[config.mk]
export PLATFORM = sky130hd
export DESIGN_NAME = vpu_dst_operand_packer
export DESIGN_NICKNAME = d
export VERILOG_FILES = /design/src/rtl/vpu_dst_operand_packer.sv
export SDC_FILE = /design/constraint.sdc
export NUM_CORES = 2
export LEC_CHECK = 0
export CAP_MARGIN = 20
export CORE_MARGIN = 4
export CORE_UTILIZATION = 47
export CTS_CLUSTER_SIZE = 30
export DETAILED_ROUTE_END_ITERATION = 8
export GPL_TIMING_DRIVEN = 0
export PLACE_DENSITY = 0.65
export SLEW_MARGIN = 20
export SYNTH_ARGS = -nofsm -noshare
export SYNTH_HDL_FRONTEND = slang
export SYNTH_SLANG_ARGS = --single-unit
[constraint.sdc]
create_clock -name clk -period 62.3 [get_ports clk]
set_clock_uncertainty 0.05 [all_clocks]
set_input_delay 18.69 -clock clk [delete_from_list [all_inputs] [get_ports clk]]
set_output_delay 18.69 -clock clk [all_outputs]
set_load 0.01 [all_outputs]
[src/rtl/vpu_dst_operand_packer.sv]
// Result-side operand packer: gathers NW-bit lane beats into DIM_SIZE-bit words and
// queues them (with a per-beat valid mask) in a small show-ahead FIFO for the SRAM write port.
module vpu_dst_operand_packer #(
  parameter int DIM_SIZE      = 512,
  parameter int OPERAND_WIDTH = 32,
  parameter int VLANE_CNT     = 4,
  parameter int DEPTH_LG2     = 2
) (
  input  logic                                   clk,
  input  logic                                   rst_n,
  input  logic                                   wren_i,
  input  logic [OPERAND_WIDTH*VLANE_CNT-1:0]     wdata_i,
  input  logic                                   flush_i,
  output logic                                   wrempty_o,
  output logic                                   wrfull_o,
  input  logic                                   rden_i,
  output logic [DIM_SIZE-1:0]                    rdata_o,
  output logic [DIM_SIZE/(OPERAND_WIDTH*VLANE_CNT)-1:0] rdmask_o,
  output logic                                   rdempty_o,
  output logic                                   rdfull_o
);

  localparam int NW    = OPERAND_WIDTH * VLANE_CNT;
  localparam int RATIO = DIM_SIZE / NW;
  localparam int DEPTH = 1 << DEPTH_LG2;
  localparam int CNT_W = (RATIO > 1) ? $clog2(RATIO) : 1;
  localparam int PTR_W = DEPTH_LG2 + 1;

  logic [CNT_W-1:0]    r_beat_cnt;
  logic [DIM_SIZE-1:0] r_pack;
  logic [DIM_SIZE-1:0] r_mem_data [DEPTH];
  logic [RATIO-1:0]    r_mem_mask [DEPTH];
  logic [PTR_W-1:0]    r_wptr;
  logic [PTR_W-1:0]    r_rptr;
  logic [PTR_W-1:0]    r_count;

  logic                w_full;
  logic                w_empty;
  logic                w_beat_acc;
  logic                w_flush_acc;
  logic                w_complete;
  logic                w_push;
  logic                w_pop;
  logic [CNT_W:0]      w_filled;
  logic [DIM_SIZE-1:0] w_word;
  logic [RATIO-1:0]    w_mask;
  logic                w_unused_wrap;

  assign w_full      = (r_count == PTR_W'(DEPTH));
  assign w_empty     = (r_count == '0);
  assign w_beat_acc  = wren_i & ~w_full;
  assign w_flush_acc = flush_i & ~w_full;
  assign w_filled    = {1'b0, r_beat_cnt} + {{CNT_W{1'b0}}, w_beat_acc};
  assign w_complete  = w_beat_acc & (r_beat_cnt == CNT_W'(RATIO - 1));
  // A completing beat together with a flush still yields exactly one push.
  assign w_push      = w_complete | (w_flush_acc & (w_filled != '0));
  assign w_pop       = rden_i & ~w_empty;

  // NOTE: every always_comb output gets a default before any conditional write, so no latch is inferred.
  always_comb begin
    w_word = r_pack;
    w_mask = '0;
    for (int k = 0; k < RATIO; k++) begin
      if (w_beat_acc && (r_beat_cnt == CNT_W'(k)))
        w_word[k*NW +: NW] = wdata_i;
      w_mask[k] = ((CNT_W+1)'(k) < w_filled);
    end
  end

  // NOTE: sequential state uses non-blocking assignments only, so all registers update together.
  always_ff @(posedge clk or negedge rst_n) begin
    if (!rst_n) begin
      r_beat_cnt <= '0;
      r_pack     <= '0;
    end else if (w_push) begin
      r_beat_cnt <= '0;
      r_pack     <= '0;
    end else if (w_beat_acc) begin
      r_beat_cnt <= r_beat_cnt + 1'b1;
      r_pack     <= w_word;
    end
  end

  always_ff @(posedge clk or negedge rst_n) begin
    if (!rst_n) begin
      r_wptr  <= '0;
      r_rptr  <= '0;
      r_count <= '0;
    end else begin
      if (w_push) r_wptr <= r_wptr + 1'b1;
      if (w_pop)  r_rptr <= r_rptr + 1'b1;
      unique case ({w_push, w_pop})
        2'b10:   r_count <= r_count + 1'b1;
        2'b01:   r_count <= r_count - 1'b1;
        default: r_count <= r_count;
      endcase
    end
  end

  // NOTE: the storage array has no reset; stale entries are never visible because the read side is gated by empty.
  always_ff @(posedge clk) begin
    if (w_push) begin
      r_mem_data[r_wptr[DEPTH_LG2-1:0]] <= w_word;
      r_mem_mask[r_wptr[DEPTH_LG2-1:0]] <= w_mask;
    end
  end

  // Wrap bits are kept for debug visibility; occupancy comes from r_count.
  assign w_unused_wrap = r_wptr[DEPTH_LG2] ^ r_rptr[DEPTH_LG2];

  assign rdempty_o = w_empty;
  assign wrfull_o  = w_full;
  assign rdfull_o  = w_full;
  assign wrempty_o = w_empty & (r_beat_cnt == '0);
  assign rdata_o   = w_empty ? '0 : r_mem_data[r_rptr[DEPTH_LG2-1:0]];
  assign rdmask_o  = w_empty ? '0 : r_mem_mask[r_rptr[DEPTH_LG2-1:0]];

endmodule
; ---- Word level (Yosys, flattened, before mapping)
; Memory sizes are Yosys's and may differ from the RTL's.
; Index checks and enable logic that the tools add are counted.
[word_totals]
ff_bits = 523
ram_bits = 2064
inputBits = 133
out_inout_bits = 520
n_memories = 2
[mem_list]
columns = memory, depth, word_bits, rd, rd_clocked_by_memory_dff, wr, line
row1 = r_mem_data, 4, 512, 1, 0, 1, 31  ; logic [DIM_SIZE-1:0] r_mem_data [DEPTH];
row2 = r_mem_mask, 4, 4, 1, 0, 1, 32  ; logic [RATIO-1:0] r_mem_mask [DEPTH];
[classes]
n_addsub = 6
magnitude_cmp = 4
n_eq_ne = 6
mux = 13
bitwise = 9
n_reduce_logical = 9
[op_table]
columns = operator, count
row1 = 512-bit 2-to-1 mux, 3
row2 = 128-bit 2-to-1 mux, 4
row3 = 3-bit by 1-bit adder with 3-bit output (second input constant), 3
row4 = 1-bit bitwise AND, 6
row5 = 2-bit equality test (second input constant), 3
row6 = 1-bit by 3-bit < comparator with 1-bit output (first input constant), 2
row7 = 2-bit by 3-bit < comparator with 1-bit output (first input constant), 2
row8 = 3-bit case mux with 2 select lines, 1
row9 = 2-bit by 1-bit equality test with 1-bit output (second input constant), 2
row10 = 1-bit logical AND, 4
row11 = 2-bit 2-to-1 mux, 2
row12 = 4-bit 2-to-1 mux, 1
row13 = 2-bit nonzero test, 2
row14 = 2-bit by 1-bit adder with 3-bit output, 1
row15 = 3-bit equality test (second input constant), 1
row16 = 3-bit logical NOT, 1
row17 = 3-bit nonzero test, 1
row18 = 3-bit by 1-bit subtractor with 3-bit output (second input constant), 1
row19 = 2-bit by 1-bit adder with 2-bit output (second input constant), 1
row20 = 2-bit logical NOT, 1
row21 = 1-bit 2-to-1 mux, 2
row22 = 1-bit inverter, 2
row23 = 1-bit bitwise OR, 1

; ---- Logic depth before layout (Yosys ltp)
[logic_depth]
word_depth = 9
depth_mapped = 17
depth_no_buf = 13

; ---- Worst setup path before layout
; Ideal clock, no wire load.
[synth_path]
path_kind = input to register
startpoint = input wren_i
endpoint = memory r_mem_data[0][0], enable pin
setup_time_ps = 1472
arrival_ps = 42663
path_slack_ps = 18115
path_stages = 10
n_path_buf = 3
cell_sequence = clkbuf_1 > and2_1 > ha_1 > inv_1 > ha_1 > o31ai_1 > a21o_1 > buf_4 > buf_6 > nor2b_1
[synth_via]
elab_chain_len = 7
elab_cells_between_ends = 8
[synth_lines]
columns = item, line
row1 = from (decl), 11  ; input logic wren_i,
row2 = 1-bit bitwise AND (*), 51  ; assign w_beat_acc = wren_i & ~w_full;
row3 = 2-bit by 1-bit adder with 3-bit output, 53  ; assign w_filled = {1'b0, r_beat_cnt} + {{CNT_W{1'b0}}, w_beat_acc};
row4 = 3-bit nonzero test, 56  ; assign w_push = w_complete | (w_flush_acc & (w_filled != '0));
row5 = 1-bit bitwise AND, 56
row6 = 1-bit bitwise OR (*), 56
row7 = 1-bit 2-to-1 mux (*), 102  ; if (w_push) begin
row8 = 1-bit 2-to-1 mux (not written as such) (*), 103  ; r_mem_data[r_wptr[DEPTH_LG2-1:0]] <= w_word;
row9 = to (decl), 31
; Mark *: on every way between the ends. The rest lies on a longest branch, timed or not.

; ---- Worst setup path after layout
[layout_path]
startpoint = register r_rptr[1]
endpoint = output rdata_o[402]
[layout_via]
elab_chain_len = 2
[layout_lines]
columns = item, line
row1 = from (decl), 34  ; logic [PTR_W-1:0] r_rptr;
row2 = from (signal assigned), 91  ; if (w_pop) r_rptr <= r_rptr + 1'b1;
row3 = memory read 4 x 512 bit, --
row4 = 512-bit 2-to-1 mux, 115  ; assign rdata_o = w_empty ? '0 : r_mem_data[r_rptr[DEPTH_LG2-1:0]];
row5 = to (decl), 17  ; output logic [DIM_SIZE-1:0] rdata_o,
; Every way passes these cells.

==> metrics <==
FMAX=0.0431 GHz; RSZ-0062 raised after global routing=no; critical path required time=43.56 ns; most common cell after layout, fill and taps aside=edfxtp_1; initial antenna violation count=29; Worst-Margin Slew=1.15 ns; met2 Use GR=39.2%; PostCTS Resize Cnt=0; clk root buf=clkbuf_16; hold buffers post-CTS=0; area of placed instances=116000 µm²; fin cells=9209; Die X-Extent=475 µm; core outline area=217000 µm²; Reg area=75000 µm²; VDD IR max=34.4 µV; Max-slew headroom=23.3%; HPWL after detailed placement=186 mm; final WL=273 mm; syn_area_per_cell=20.3 µm²; clk_lat worst skew=0.92 ns; Mapped Nets=5188; Post-layout nets=6262; post-route cell area=125000 µm²; antenna-violating nets left=0; minimum clock period=23.18 ns; Fillers=16100; Synth Register Bits=2585; drt first pass iters=7; DRC viols=0; GRT Overall Usage=24.2%; sequential share of the synthesized area=73.1%; Startpoint Class=flip-flop; Unique masters post-synth=38; busiest layer in global routing=met2; worst flop-to-flop path startpoint=r_count[1]; hold wc startpoint=r_pack[469]; Worst Setup Path Type=flip-flop to primary output; CTS tree=done; via density per instance=5.77; DR WL/cell=29.7 µm; die area=226000 µm²; setup violators final=0; status=complete, no violations; WP data arrival=4.44 ns; max-cap violations=0; Port Buffers=652; H-tree depth=5; crit-path max FO=10; placed insts=8682; DR iter-0 viols=4953; Cell Area, Synth=103000 µm²; routing usage on met3=5.65%; Critical Path Start=r_rptr[1]; global route overflow=0; first-pass GRT wire length=393 mm; Starting Density=47.2%; Leakage Power=45.9 nW; Area growth syn-to-layout=22.0%; Die Span Y=475 µm; layout cell share with drive strength beyond 1=28.6%; clock slew at reported path FFs=0.06 ns; vias in the first global route=54800; Inserted Clock Buffers=286; via count=53100; Final Hold Fails=0; worst reg-to-reg setup slack=57.65 ns; clock tree sinks=2585; FP Rows=171; most frequent cells in the layout=2064 x edfxtp_1, 651 x clkdlybuf4s50_1, 521 x dfrtp_1; largest net degree at the start of global routing=82; yosys warns=0; pwr dens=54.7 nW/µm²; final slew viol count=0; I/O pin count=653; part of the cycle the worst path needs=37.2%; Max Buffers Root-to-Sink=4; gpl congestion=0.762; CP endpoint kind=primary output; worst hold-check path type=flip-flop to flip-flop; area of the multi-input gates=25700 µm²; Syn Inst Count=5042; met1 Use GR=33.4%; setup bufs post-CTS=0
-- where the power goes --
group	leakage, nW	total (mW)	internal (mW)	switching [mW]
Combinational	14.6	2.68	1.25	1.43
Sequential	26.8	2.51	2.41	0.102
Clock	4.46	1.65	0.985	0.662
-- through the flow --
stage | TNS (ns) | setup WS [ns] | total power, mW | hold slack [ns] | utilization, %
floorplan | 0 | 18.12 | 4.16 | 0.399 | -
global placement | -8418.64 | -4.23 | 5.64 | 0.414 | 51.9
detailed placement | 0 | 38.91 | 5.26 | 0.417 | 53.4
CTS | 0 | 39.01 | 6.93 | 0.434 | 57.6
global route | 0 | 38.85 | 7.15 | 0.443 | 57.6
finish | 0 | 39.12 | 6.84 | 0.428 | 57.6
-- critical path, stage by stage, from the launching register on --
cell and delay, ns:
dfrtp_1 0.32, clkbuf_1 0.13, buf_2 0.57, clkbuf_2 0.72, buf_2 0.43, mux4_2 0.24, nor2b_1 0.44, clkdlybuf4s50_1 0.65
-- cell usage after synthesis --
cell type / instances / share of area [%]
nor4b_2: 3 / 0.044
edfxtp_1: 2064 / 60
mux2_2: 409 / 4.5
buf_8: 1 / 0.015
nand3b_1: 1 / 0.0073
nor2_1: 1 / 0.0037
nor3_1: 1 / 0.0049
o21ai_0: 4 / 0.020
xor2_1: 3 / 0.026
o32ai_1: 1 / 0.0085
inv_1: 11 / 0.040
nand2b_1: 1 / 0.0061
nor2b_1: 521 / 3.2
or3b_1: 1 / 0.0085
fa_1: 1 / 0.020
o31a_1: 1 / 0.0085
buf_6: 44 / 0.48
buf_1: 11 / 0.040
xnor2_1: 3 / 0.026
and2_1: 130 / 0.79
clkbuf_2: 3 / 0.015
a22o_1: 385 / 3.3
nand2_1: 3 / 0.011
o21a_1: 4 / 0.029
mux2_4: 104 / 1.5
inv_6: 1 / 0.0085
nor2_2: 1 / 0.0061
ha_1: 12 / 0.15
buf_2: 161 / 0.79
a21o_1: 1 / 0.0073
dfrtp_1: 521 / 13
mux4_2: 516 / 11
clkbuf_1: 92 / 0.34
a21oi_1: 2 / 0.0098
o31ai_1: 1 / 0.0073
nand3_1: 3 / 0.015
and3_1: 1 / 0.0061
buf_4: 19 / 0.14
-- per-layer routing --
layer  up-vias  part of all wire (%)
met5         -                     0
met4         0                   2.4
met3       334                   8.7
met2      2066                    49
met1     28400                    40
li1      22400                     -
-- state kept, by name (all words and copies together), names as in the netlist --
name        cells
r_wptr          2
r_count         3
r_pack        512
r_beat_cnt      2
r_mem_data   2048
r_mem_mask     16
r_rptr          2
-- worst paths after layout --
check,end,cells past startpoint
min in group asynchronous,r_pack[237],1
worst max register to register,r_mem_data[2][430],17
worst max-delay path,rdata_o[402],7
max in group asynchronous,r_pack[199],4
worst min register to register,r_pack[469],1
worst min-delay path,r_pack[469],1
-- kinds of logic after synthesis --
group | Yosys count | synth area share, %
mux | 1029 | 17.3
buf+inv | 343 | 1.86
xor+xnor | 6 | 0.0512
compound gates | 399 | 3.38
simple gates | 667 | 4.08
fa+ha+maj | 13 | 0.166
flops | 2585 | 73.1
-- cell type report --
type | count | share of cell area, %
Multi-Input combinational cell | 2114 | 20.5
Antenna cell | 26 | 0.0520
Timing Repair Buffer | 786 | 7.77
Clock buffer | 396 | 6.44
Tap cell | 2854 | 2.85
Buffer | 331 | 1.50
Sequential cell | 2585 | 60.0
Clock inverter | 105 | 0.856
Inverter | 12 | 0.0400
Note: power is estimated with default switching activity, not from simulation.
